## src/rtl/ctrl_pkg.sv

```systemverilog
// ctrl_pkg: opcode, state encodings and decode helpers shared by the control sequencer.
package ctrl_pkg;
  typedef enum logic [2:0] {
    OP_AND   = 3'd0,
    OP_ADDI  = 3'd1,
    OP_XOR   = 3'd2,
    OP_LOAD  = 3'd3,
    OP_STORE = 3'd4,
    OP_JUMP  = 3'd5,
    OP_SUB   = 3'd6,
    OP_SHF   = 3'd7
  } opcode_e;
  typedef logic [2:0] state_t;
  localparam state_t IDLE   = 3'd0;
  localparam state_t FETCH  = 3'd1;
  localparam state_t DECODE = 3'd2;
  localparam state_t EXEC   = 3'd3;
  localparam state_t MEM    = 3'd4;
  localparam state_t WB     = 3'd5;
  localparam state_t DONE   = 3'd6;
  function automatic logic usesImm(input logic [2:0] op);
    return op == OP_ADDI || op == OP_LOAD || op == OP_STORE;
  endfunction
endpackage

```

## src/rtl/ctrl_fsm_if.sv

```systemverilog
// ctrl_fsm_if: fetch, memory and datapath-enable signals of the control sequencer.
interface ctrl_fsm_if #(parameter int OPW = 3, parameter int CNT_W = 16);
  logic start, instrValid, halt, memReady, zero;
  logic [OPW-1:0] opcode;
  logic instrReady, regWrite, memRead, memWrite, aluSrc, branch, jump, pcEn, done, memErr;
  logic [CNT_W-1:0] instrCount;
  modport master(
    input start, instrValid, opcode, halt, memReady, zero,
    output instrReady, regWrite, memRead, memWrite, aluSrc, branch, jump, pcEn, done, memErr, instrCount
  );
  modport slave(
    output start, instrValid, opcode, halt, memReady, zero,
    input instrReady, regWrite, memRead, memWrite, aluSrc, branch, jump, pcEn, done, memErr, instrCount
  );
endinterface

```

## src/rtl/ctrl_mem_wait.sv

```systemverilog
// ctrl_mem_wait: counts MEM cycles and flags a timeout when memReady never arrives.
module ctrl_mem_wait #(parameter int MEM_TIMEOUT = 8) (
  input  logic clk,
  input  logic reset,
  input  logic clr,
  input  logic en,
  input  logic memReady,
  output logic timeout
);
  localparam int W = MEM_TIMEOUT > 1 ? $clog2(MEM_TIMEOUT) : 1;
  logic [W-1:0] waitCnt;
  always_ff @(posedge clk)
    if (reset || clr) waitCnt <= '0;
    else if (en) waitCnt <= waitCnt + 1'b1;
  assign timeout = en && !memReady && waitCnt == W'(MEM_TIMEOUT - 1);
endmodule

```

## src/rtl/ctrl_fsm.sv

```systemverilog
// ctrl_fsm: multi-cycle FETCH/DECODE/EXEC/MEM/WB sequencer driving PC, register file and data memory.
module ctrl_fsm
  import ctrl_pkg::*;
#(
  parameter int OPW = 3,
  parameter int MEM_TIMEOUT = 8,
  parameter int JUMP_COND = 0,
  parameter int CNT_W = 16
) (
  input logic clk,
  input logic reset,
  ctrl_fsm_if.master bus
);
  state_t state, nextState;
  logic [OPW-1:0] irOp;
  logic [CNT_W-1:0] instrCount;
  logic memErr, timeout;
  logic isLoad, isStore, isJump;
  assign isLoad = irOp == OPW'(OP_LOAD);
  assign isStore = irOp == OPW'(OP_STORE);
  assign isJump = irOp == OPW'(OP_JUMP);
  ctrl_mem_wait #(.MEM_TIMEOUT(MEM_TIMEOUT)) memWait (
    .clk(clk),
    .reset(reset),
    .clr(state == EXEC),
    .en(state == MEM),
    .memReady(bus.memReady),
    .timeout(timeout)
  );
  always_comb begin
    nextState = IDLE;
    case (state)
      IDLE:    nextState = bus.start ? FETCH : IDLE;
      FETCH:   nextState = bus.halt ? DONE : bus.instrValid ? DECODE : FETCH;
      DECODE:  nextState = EXEC;
      EXEC:    nextState = isJump ? FETCH : (isLoad || isStore) ? MEM : WB;
      MEM:     nextState = bus.memReady ? (isLoad ? WB : FETCH) : timeout ? DONE : MEM;
      WB:      nextState = FETCH;
      DONE:    nextState = bus.start ? FETCH : DONE;
      default: nextState = IDLE;
    endcase
  end
  assign bus.instrReady = state == FETCH;
  assign bus.aluSrc = (state == DECODE || state == EXEC || state == MEM) && usesImm(3'(irOp));
  assign bus.memRead = state == MEM && isLoad;
  assign bus.memWrite = state == MEM && isStore;
  assign bus.regWrite = state == WB;
  assign bus.branch = state == EXEC && isJump && JUMP_COND != 0;
  assign bus.jump = state == EXEC && isJump && (JUMP_COND == 0 || bus.zero);
  // A STORE retires in MEM itself, so its PC strobe is tied to the memReady cycle.
  assign bus.pcEn = state == WB || (state == EXEC && isJump) || (state == MEM && isStore && bus.memReady);
  assign bus.done = state == DONE;
  assign bus.memErr = memErr;
  assign bus.instrCount = instrCount;
  always_ff @(posedge clk) begin
    if (reset) begin
      state <= IDLE;
      irOp <= '0;
      memErr <= 1'b0;
      instrCount <= '0;
    end else begin
      state <= nextState;
      if (state == FETCH && !bus.halt && bus.instrValid) irOp <= bus.opcode;
      if (timeout) memErr <= 1'b1;
      if (bus.pcEn && !(&instrCount)) instrCount <= instrCount + 1'b1;
    end
  end
endmodule
```

## src/flat_wrapper.sv

```systemverilog
// flat-port wrapper written by rule: the top's interface ports become plain ports
module ctrl_fsm_flat import ctrl_pkg::*;
#(
  parameter int OPW = 3,
  parameter int MEM_TIMEOUT = 8,
  parameter int JUMP_COND = 0,
  parameter int CNT_W = 16
)
  (clk, reset, bus_start, bus_instrValid, bus_opcode, bus_halt, bus_memReady, bus_zero, bus_instrReady, bus_regWrite, bus_memRead, bus_memWrite, bus_aluSrc, bus_branch, bus_jump, bus_pcEn, bus_done, bus_memErr, bus_instrCount);
  ctrl_fsm_if #(.OPW(OPW), .CNT_W(CNT_W)) bus_i ();
  input logic clk;
  input logic reset;
  input wire logic [$bits(bus_i.start)-1:0] bus_start;
  input wire logic [$bits(bus_i.instrValid)-1:0] bus_instrValid;
  input wire logic [$bits(bus_i.opcode)-1:0] bus_opcode;
  input wire logic [$bits(bus_i.halt)-1:0] bus_halt;
  input wire logic [$bits(bus_i.memReady)-1:0] bus_memReady;
  input wire logic [$bits(bus_i.zero)-1:0] bus_zero;
  output wire logic [$bits(bus_i.instrReady)-1:0] bus_instrReady;
  output wire logic [$bits(bus_i.regWrite)-1:0] bus_regWrite;
  output wire logic [$bits(bus_i.memRead)-1:0] bus_memRead;
  output wire logic [$bits(bus_i.memWrite)-1:0] bus_memWrite;
  output wire logic [$bits(bus_i.aluSrc)-1:0] bus_aluSrc;
  output wire logic [$bits(bus_i.branch)-1:0] bus_branch;
  output wire logic [$bits(bus_i.jump)-1:0] bus_jump;
  output wire logic [$bits(bus_i.pcEn)-1:0] bus_pcEn;
  output wire logic [$bits(bus_i.done)-1:0] bus_done;
  output wire logic [$bits(bus_i.memErr)-1:0] bus_memErr;
  output wire logic [$bits(bus_i.instrCount)-1:0] bus_instrCount;
  assign bus_i.start = bus_start;
  assign bus_i.instrValid = bus_instrValid;
  assign bus_i.opcode = bus_opcode;
  assign bus_i.halt = bus_halt;
  assign bus_i.memReady = bus_memReady;
  assign bus_i.zero = bus_zero;
  assign bus_instrReady = bus_i.instrReady;
  assign bus_regWrite = bus_i.regWrite;
  assign bus_memRead = bus_i.memRead;
  assign bus_memWrite = bus_i.memWrite;
  assign bus_aluSrc = bus_i.aluSrc;
  assign bus_branch = bus_i.branch;
  assign bus_jump = bus_i.jump;
  assign bus_pcEn = bus_i.pcEn;
  assign bus_done = bus_i.done;
  assign bus_memErr = bus_i.memErr;
  assign bus_instrCount = bus_i.instrCount;
  ctrl_fsm #(.OPW(OPW), .MEM_TIMEOUT(MEM_TIMEOUT), .JUMP_COND(JUMP_COND), .CNT_W(CNT_W)) u_core (.clk(clk), .reset(reset), .bus(bus_i));
endmodule
```

## config.mk

```make
export PLATFORM = sky130hd
export DESIGN_NAME = ctrl_fsm_flat
export DESIGN_NICKNAME = d
export VERILOG_FILES = /design/src/rtl/ctrl_pkg.sv /design/src/rtl/ctrl_fsm_if.sv /design/src/rtl/ctrl_mem_wait.sv /design/src/rtl/ctrl_fsm.sv /design/src/flat_wrapper.sv
export SDC_FILE = /design/constraint.sdc
export NUM_CORES = 1
export LEC_CHECK = 0
export CAP_MARGIN = 5
export CORE_AREA = 2 2 58 60
export CTS_CLUSTER_SIZE = 24
export DETAILED_ROUTE_END_ITERATION = 8
export DIE_AREA = 0 0 60 62
export HOLD_SLACK_MARGIN = 0.03
export PLACE_DENSITY_LB_ADDON = 0.25
export RECOVER_POWER = 25
export SETUP_SLACK_MARGIN = 0.1
export SLEW_MARGIN = 25
export SYNTH_ARGS = -nofsm -noshare
export SYNTH_HDL_FRONTEND = slang
export SYNTH_SLANG_ARGS = --single-unit
```

## constraint.sdc

```tcl
create_clock -name clk -period 2 [get_ports clk]
set_input_delay 0.2 -clock clk [delete_from_list [all_inputs] [get_ports clk]]
set_output_delay 0.2 -clock clk [all_outputs]
set_load 0.005 [all_outputs]
```

-- Word level (Yosys, flattened, before mapping)
Cells that the tools add are included.
- register bits after elaboration: 26
- word-level logic and storage cells: 51
- input bits: 10
- output and inout port bits: 26
- add/sub/neg operators: 2
- muxes and demuxes: 10
- eq/ne operators: 11
- reduce and logical (&&, ||, !) cells: 23
- operator list (cell ; number):
    $pmux W3 S7 ; 1
    $eq A3 B3 Y1 const B ; 6
    $add A16 B1 Y16 const B ; 1
    $reduce_and A16 Y1 ; 1
    $mux W3 ; 5
    $logic_and A1 B1 Y1 ; 10
    $eq A3 B2 Y1 const B ; 3
    $logic_or A1 B1 Y1 ; 8
    $eq A3 B1 Y1 const B ; 2
    $mux W2 ; 2
    $add A3 B1 Y3 const B ; 1
    $logic_not A1 Y1 ; 3
    $logic_not A3 Y1 ; 1
    $mux W1 ; 2

-- Longest topological paths before layout
Gate-level depths: netlist of the first run.
- word-level depth: 6
- mapped depth: 7
- gate-level depth less buffers: 6

-- Modules after synthesis
Synthesis of the first run repeated with hierarchy kept, for this count alone.
- cells, all modules: 172
- area total of the unflattened synthesis: 1428.9 sq um
- by module, submodules not included (module ; area each (sq um) ; seq. area each (sq um) ; instances ; cells an instance):
    ctrl_fsm ; 1287.5 ; 460.4 ; 1 ; 159
    ctrl_mem_wait ; 141.4 ; 60.1 ; 1 ; 13

-- Least setup slack after synthesis of the first run
Ideal clock, no wire load.
- path kind: reg-to-reg
- from: reg u_core.instrCount[0], in the netlist u_core.bus.instrCount[0]
- to: reg u_core.instrCount[1], in the netlist u_core.bus.instrCount[1]
- data required time: 1.872 ns
- path slack: 0.121 ns
- library setup time: 0.128 ns
- cell stages (with the launch flop): 8
- path buffers: 1
- data arrival time: 1.751 ns
- clock period less this slack: 1.879 ns
- path through: dfxtp_1 > ha_1 > nand4_1 > nor4_1 > a21o_1 > buf_2 > mux2i_1 > nor2_1
- word-level cells in the longest chain between the ends: 3
- elaborated cells on any way between the ends: 4
- classes of those cells: add/sub (1); reduce/logical (3)
- RTL lines (what ; line ; text):
    from (decl) ; ctrl_fsm.sv:16 ; logic [CNT_W-1:0] instrCount;
    from (signal assigned) ; ctrl_fsm.sv:65 ; if (bus.pcEn && !(&instrCount)) instrCount <= instrCount + 1'b1;
    branches (longest 3 deep; another with $add A16 B1 Y16) ; - ;
Parallel ways; which one is timed is not known.
A chain may end at the register's enable or synchronous reset.

-- Worst setup path in the final report of the first run
- from: reg u_core.state[0]
- to: out bus_instrReady
- word-level cells in the longest chain between the ends: 1
- RTL lines (what ; line ; text):
    from (decl) ; ctrl_fsm.sv:14 ; state_t state, nextState;
    from (signal assigned) ; ctrl_fsm.sv:62 ; state <= nextState;
    $eq A3 B1 Y1 ; ctrl_fsm.sv:43 ; assign bus.instrReady = state == FETCH;
    to (decl) ; flat_wrapper.sv:19 ; output wire logic [$bits(bus_i.instrReady)-1:0] bus_instrReady;
No other way between the ends.

==> results.cfg, run 1 <==
[route]
avgRoutedWirePerCell_um = 14.04
vias = 1511
drcViolationCount = 0
wl_mm = 3.818
first_iter_violations = 45
postRouteAntennaNets = 0
first_pass_iters = 4
viasPerCell = 5.555

[timing]
setup_viol = 0
hold_violations = 0
period_share_pct = 96.67
drv_slew = 0
fin_skew_ps = 8.426
timing.fmax_mhz = 517.2
holdWs_ps = 469.5
finalCriticalPeriod_ps = 1933
fin_tns_setup_ps = 0
rsz0062_at_grt = true

[synthesis]
synth-async-reset-ratio_pct = 0
yosysMostFrequentCell = dfxtp_1
syn_area_um2 = 1464
synth_edf_count = 0
synth_top_area_cell = dfxtp_1
synth-seq-cells = 26
syn_area_per_cell_um2 = 8.178
synth.area.top_cells = dfxtp_1, a21oi_1, nor2_1
ys_types = 49
synthTopCellsByCount = dfxtp_1, a21oi_1, nor2_1, o21ai_0, nor3_1
netlist.area_leader.share_pct = 35.56
synth-seq-area-share_pct = 35.56
yosys_warnings = 0
synthFlopType = dfxtp_1
syn-num-nets = 192
synthCells = 179

[power_and_ir_drop]
power_mw = 1.234
p_int_uw = 888.7
p_leak_nw = 0.7687
p_seq_share_pct = 45.5
power.share.clock_pct = 29.6
ir_drop_v = 0.0002915
switching_share_pct = 27.97
power_per_cell_area_nw_per_um2 = 591.5
pwr-share-comb_pct = 24.9
power.switching_uw = 345.1

[worst_setup_path]
worstPathArrival_ps = 1730
startpoint_type = flip-flop
path_class = flip-flop to output port
r2r_start = u_core.bus.instrCount[1]
crit_start = u_core.state[0]
crit_end = bus_instrReady
reg2reg_depth = 7
cp.required_ps = 1800
cp_max_fo = 10
crit_path_end_kind = output port
r2r_setup_slack_ps = 160
r2r_end = u_core.bus.instrCount[1]

[clock_tree]
clk_pin_slew_worst_paths_ps = 140
cts_hold_buf = 0
cts.path.max_buffers = 2
cts_tree = done
htree_levels = 1
clockRootBuffer = clkbuf_4
clock_latency_ps = 340
cts_buffers = 3
clock_sinks = 26

[placed_design]
detailed_place_hpwl_mm = 2.558
gp_congestion = 0.8463
port_buffers = 33

[finish]
diodes = 0
areaGrowthSynthToFinish_pct = 42.48
layout-drive-gt1-share_pct = 19.91
fillers = 284
nets = 240
seq_area_um2 = 534.3
multi_input_area_um2 = 930.9

[min_path]
min-delay-start = bus_opcode[1]
hold_class = input pin to flip-flop

[status]
status = finished clean

[grt]
antenna_found_initial = 0
grt_overflow_total = 0
grt_pass1_wl_mm = 5.727
grt_use_total_pct = 19.97
grt_pass1_vias = 1384
grt_max_degree = 27

[die]
rows = 21
initial_core_util_pct = 46.04
die-area_um2 = 3720
die_w_um = 60
core_um2 = 3179
die_h_um = 62
io_pins = 36

[run]
drv_cap = 0
layout by cell type, fill, tap and decap left out, types with 2 or more instances in the layout:
master and instances:
dlygate4sd2_1 2, dfxtp_4 3, o31ai_1 3, a31oi_1 3, nand2_1 5, clkdlybuf4s50_1 28
inv_1 6, or2_2 2, buf_4 17, or3_1 6, nand2_2 2, nand4_1 3
ha_1 3, nor2_1 16, dfxtp_2 2, nand2b_1 3, a2111oi_2 2, o21ai_0 12
or4_1 3, a21oi_1 17, nor2b_1 2, nor2b_2 3, a311oi_1 3, clkbuf_4 3
nand3_1 7, dlygate4sd3_1 2, mux2i_1 6, nand3b_1 3, nor3_1 7, dfxtp_1 21
repair_timing:
item	CTS	global route
setup buffers	1	7
resized for setup	12	22
setup endpoints to repair	7	14
pin swaps	0	5
state kept, by name, summed over array words and instances (netlist names):
register                count
u_core.bus.instrCount      16
u_core.bus.memErr           1
u_core.state                3
u_core.memWait.waitCnt      3
u_core.irOp                 3
critical path, stage by stage, from the launching register on:
cell             delay (ps)
dfxtp_2                 380
buf_6                   150
nor2b_4                 180
nor2b_2                 180
clkdlybuf4s50_1         510
how the worst min path moves through the flow:
| stage | cells past startpoint | endpoint | slack (ps) |
|---|---|---|---|
| final | 3 | u_core.irOp[1] | 470 |
| after CTS | 3 | u_core.irOp[1] | 460 |
| after detailed placement | 2 | u_core.bus.memErr | 500 |
| after global placement | 2 | u_core.bus.memErr | 460 |
| after floorplan | 2 | u_core.irOp[0] | 340 |
| after global routing | 3 | u_core.irOp[1] | 470 |
power by group through the flow:
stage	clock, mW	combinational, mW	sequential, mW
floorplan	0	0.187	0.564
global placement	0	0.255	0.571
detailed placement	0	0.266	0.573
CTS	0.372	0.288	0.561
global route	0.394	0.338	0.566
finish	0.365	0.307	0.562
cells by family (layout without fill, tap and decap cells):
kind of cell	Yosys count	in the layout	share of synthesized area [%]
AOI/OAI and AO/OA	50	50	21.71
xor gates and xnor gates	2	2	1.197
adders and majority gates	3	3	2.564
buffers and inverters	16	63	5.470
DFF	26	26	35.56
muxes	6	6	4.103
other	1	1	0.2562
and+or+nand+nor	75	75	29.15
layer usage:
layer  GRT usage [%]  part of all wire, %
met2           38.20                   51
met1           22.65                   44
met4           6.667                  1.5
met5               0                    0
met3           2.899                  3.0
area by class of cell:
type / instances / share of cell area (%)
inverter: 6 / 1.080
clock buffer: 3 / 1.080
tap: 46 / 2.759
timing repair buffer: 53 / 23.40
clock inverter: 1 / 1.440
multi-input combinational: 137 / 44.63
sequential: 26 / 25.61
per-stage QoR:
stage	std cells	worst slack (ps)	area, µm²	utilization (%)
2_1_floorplan	179	121.0	1464	-
3_3_place_gp	260	137.7	1884	59.27
3_5_place_dp	260	114.2	1884	59.27
4_1_cts	265	22.52	1964	61.79
5_1_grt	272	-16.89	2086	65.60
6_report	272	66.56	2086	65.60
Note: power is estimated with default switching activity, not from simulation.
==> inputs of run 2 (changes only) <==
Settings changed: ABC_AREA set to 1, CORE_AREA 2 2 58 60 to 4 4 62 64, DIE_AREA 0 0 60 62 to 0 0 66 68, SLEW_MARGIN 25 to 30.
==> run 2 against run 1 <==
Hold slack better by 9.2 ps. Global-route usage down 2.8 points. Non-clock buffer count down 10.
==> results.cfg, run 2 <==
[synthesis]
synthTopCellsByCount = nand2_1, nor2_1, dfxtp_1, inv_1, nand3_1
synthFlopType = dfxtp_1
synth_top_area_cell = dfxtp_1
netlist.area_leader.share_pct = 33.68
synth-seq-area-share_pct = 33.68
syn_area_per_cell_um2 = 6.493
synth.area.top_cells = dfxtp_1, nand2_1, nor2_1
syn_area_um2 = 1545
synth-seq-cells = 26
synth-async-reset-ratio_pct = 0
synthCells = 238
yosys_warnings = 0
syn-num-nets = 251
yosysMostFrequentCell = nand2_1
ys_types = 29
synth_edf_count = 0

[placed_design]
port_buffers = 33
dp_cells = 316
dpl_worst_slack_ps = 301.3
detailed_place_hpwl_mm = 2.804
gp_congestion = 0.8258

[clock_tree]
clk_pin_slew_worst_paths_ps = 140
clock_sinks = 26
cts_buffers = 3
cts_tree = done
htree_levels = 1
clock_latency_ps = 330
cts.path.max_buffers = 2
clockRootBuffer = clkbuf_4
cts_hold_buf = 0

[worst_setup_path]
r2r_end = u_core.bus.instrCount[8]
startpoint_type = flip-flop
cp_max_fo = 5
cp.required_ps = 1800
crit_path_end_kind = output port
reg2reg_depth = 9
r2r_start = u_core.bus.instrCount[0]
worstPathArrival_ps = 1670
critPathSlowestCell = clkdlybuf4s50_1
critical-path-max-stage-delay_ps = 490
r2r_setup_slack_ps = 280
crit_chain = inv_4, nand3_2, nor2_4, buf_4, clkdlybuf4s50_1
path_class = flip-flop to output port

[route]
viasPerCell = 5.160
vias = 1682
first_iter_violations = 115
wl_mm = 3.966
postRouteAntennaNets = 0
avgRoutedWirePerCell_um = 12.17
first_pass_iters = 4
drcViolationCount = 0

[min_path]
hold_end = u_core.bus.memErr
min-delay-start = u_core.bus.memErr
hold_depth = 1
hold_class = flip-flop to flip-flop

[die]
core_um2 = 3284
io_pins = 36
die-area_um2 = 4488
rows = 21
die_w_um = 66
initial_core_util_pct = 47.05
die_h_um = 68

[finish]
layout-drive-gt1-share_pct = 13.21
seq_area_um2 = 535.5
nets = 294
fillers = 298
multi_input_area_um2 = 922.1
top_register = u_core.bus.instrCount
final_core_util_pct = 62.55
finalNonFillerCells = 326
diodes = 0
areaGrowthSynthToFinish_pct = 32.96
layout_commonest_cell = nand2_1
largest_register_ffs = 16
layout_common_cells = nand2_1, nor2_1, clkdlybuf4s50_1

[timing]
rsz0062_at_grt = true
finalCriticalPeriod_ps = 1872
setup_viol = 0
fin_skew_ps = 6.939
timing.fmax_mhz = 534.1
period_share_pct = 93.61
setup_ws_ps = 127.8
holdWs_ps = 478.7
hold_violations = 0
fin_tns_setup_ps = 0
drv_slew = 0

[power_and_ir_drop]
power_per_cell_area_nw_per_um2 = 577.1
p_leak_nw = 0.8210
ir_drop_v = 0.0003783

[status]
status = finished clean

[run]
drv_cap = 0

[grt]
grt_overflow_total = 0
antenna_found_initial = 0
grt_pass1_wl_mm = 6.134
grt_pass1_vias = 1400
grt_use_total_pct = 17.15
grt_max_degree = 16
==> run 2: metal layers <==
layer  vias up  GRT usage [%]  wire length [µm]
met2        65          28.54              1784
met3         9          2.463               266
met5         -              0                 0
met1       752          23.61              1841
li1        856              -                 -
met4         0          3.807                74
==> run 2: final cells by class <==
| cell class | count | share of cell area [%] |
|---|---|---|
| flip-flops and latches | 26 | 26.07 |
| well taps | 46 | 2.801 |
| multi-input cells | 181 | 44.88 |
| clock buffers | 4 | 1.766 |
| inverters | 26 | 4.872 |
| repair buffers | 43 | 19.61 |
==> run 2: how the worst max path moves through the flow <==
stage / startpoint / to / slack, ps / cells past startpoint
after floorplan: u_core.bus.instrCount[0] / u_core.bus.instrCount[8] / 490 / 10
after global placement: bus_memReady / bus_pcEn / 310 / 4
after global routing: u_core.state[2] / bus_jump / 70 / 5
after CTS: u_core.state[1] / bus_pcEn / 100 / 5
final: u_core.state[2] / bus_jump / 130 / 5
after detailed placement: u_core.state[2] / bus_pcEn / 300 / 5
==> run 2: timing repair <==
| item | in CTS | in global routing |
|---|---|---|
| setup buffers | 2 | 4 |
| gates resized for setup | 6 | 19 |
| pin swaps | 2 | 4 |
| setup endpoints to repair | 2 | 4 |
==> run 2: logic make-up (layout without fill, tap and decap cells) <==
kind of cell | count (synthesis) | after routing | share of synthesized area (%)
flops | 26 | 26 | 33.68
compound gates | 33 | 33 | 11.42
xor+xnor | 7 | 7 | 3.968
other cells | 1 | 1 | 0.2427
buf+inv | 31 | 73 | 8.745
simple gates | 137 | 137 | 39.51
fa+ha+maj | 3 | 3 | 2.429
==> run 2: worst max-delay path, delay by kind of cell, from the launching register on <==
kind	cells	cell delay [ps]
buffers and inverters	3	690
DFF	1	390
and+or+nand+nor	2	280
==> run 2: per-stage QoR <==
stage	power, mW	area, µm²
5_1_grt	1.243	2054
6_report	1.186	2054
4_1_cts	1.151	1992
2_1_floorplan	0.7625	1545
3_5_place_dp	0.8541	1926
3_3_place_gp	0.8515	1926
==> run 2: power by group <==
| group | internal [mW] | total, mW | leakage [nW] | switching [mW] |
|---|---|---|---|---|
| logic | 0.131 | 0.295 | 0.586 | 0.164 |
| clock network | 0.111 | 0.279 | 0.0210 | 0.168 |
| registers | 0.562 | 0.611 | 0.214 | 0.0498 |
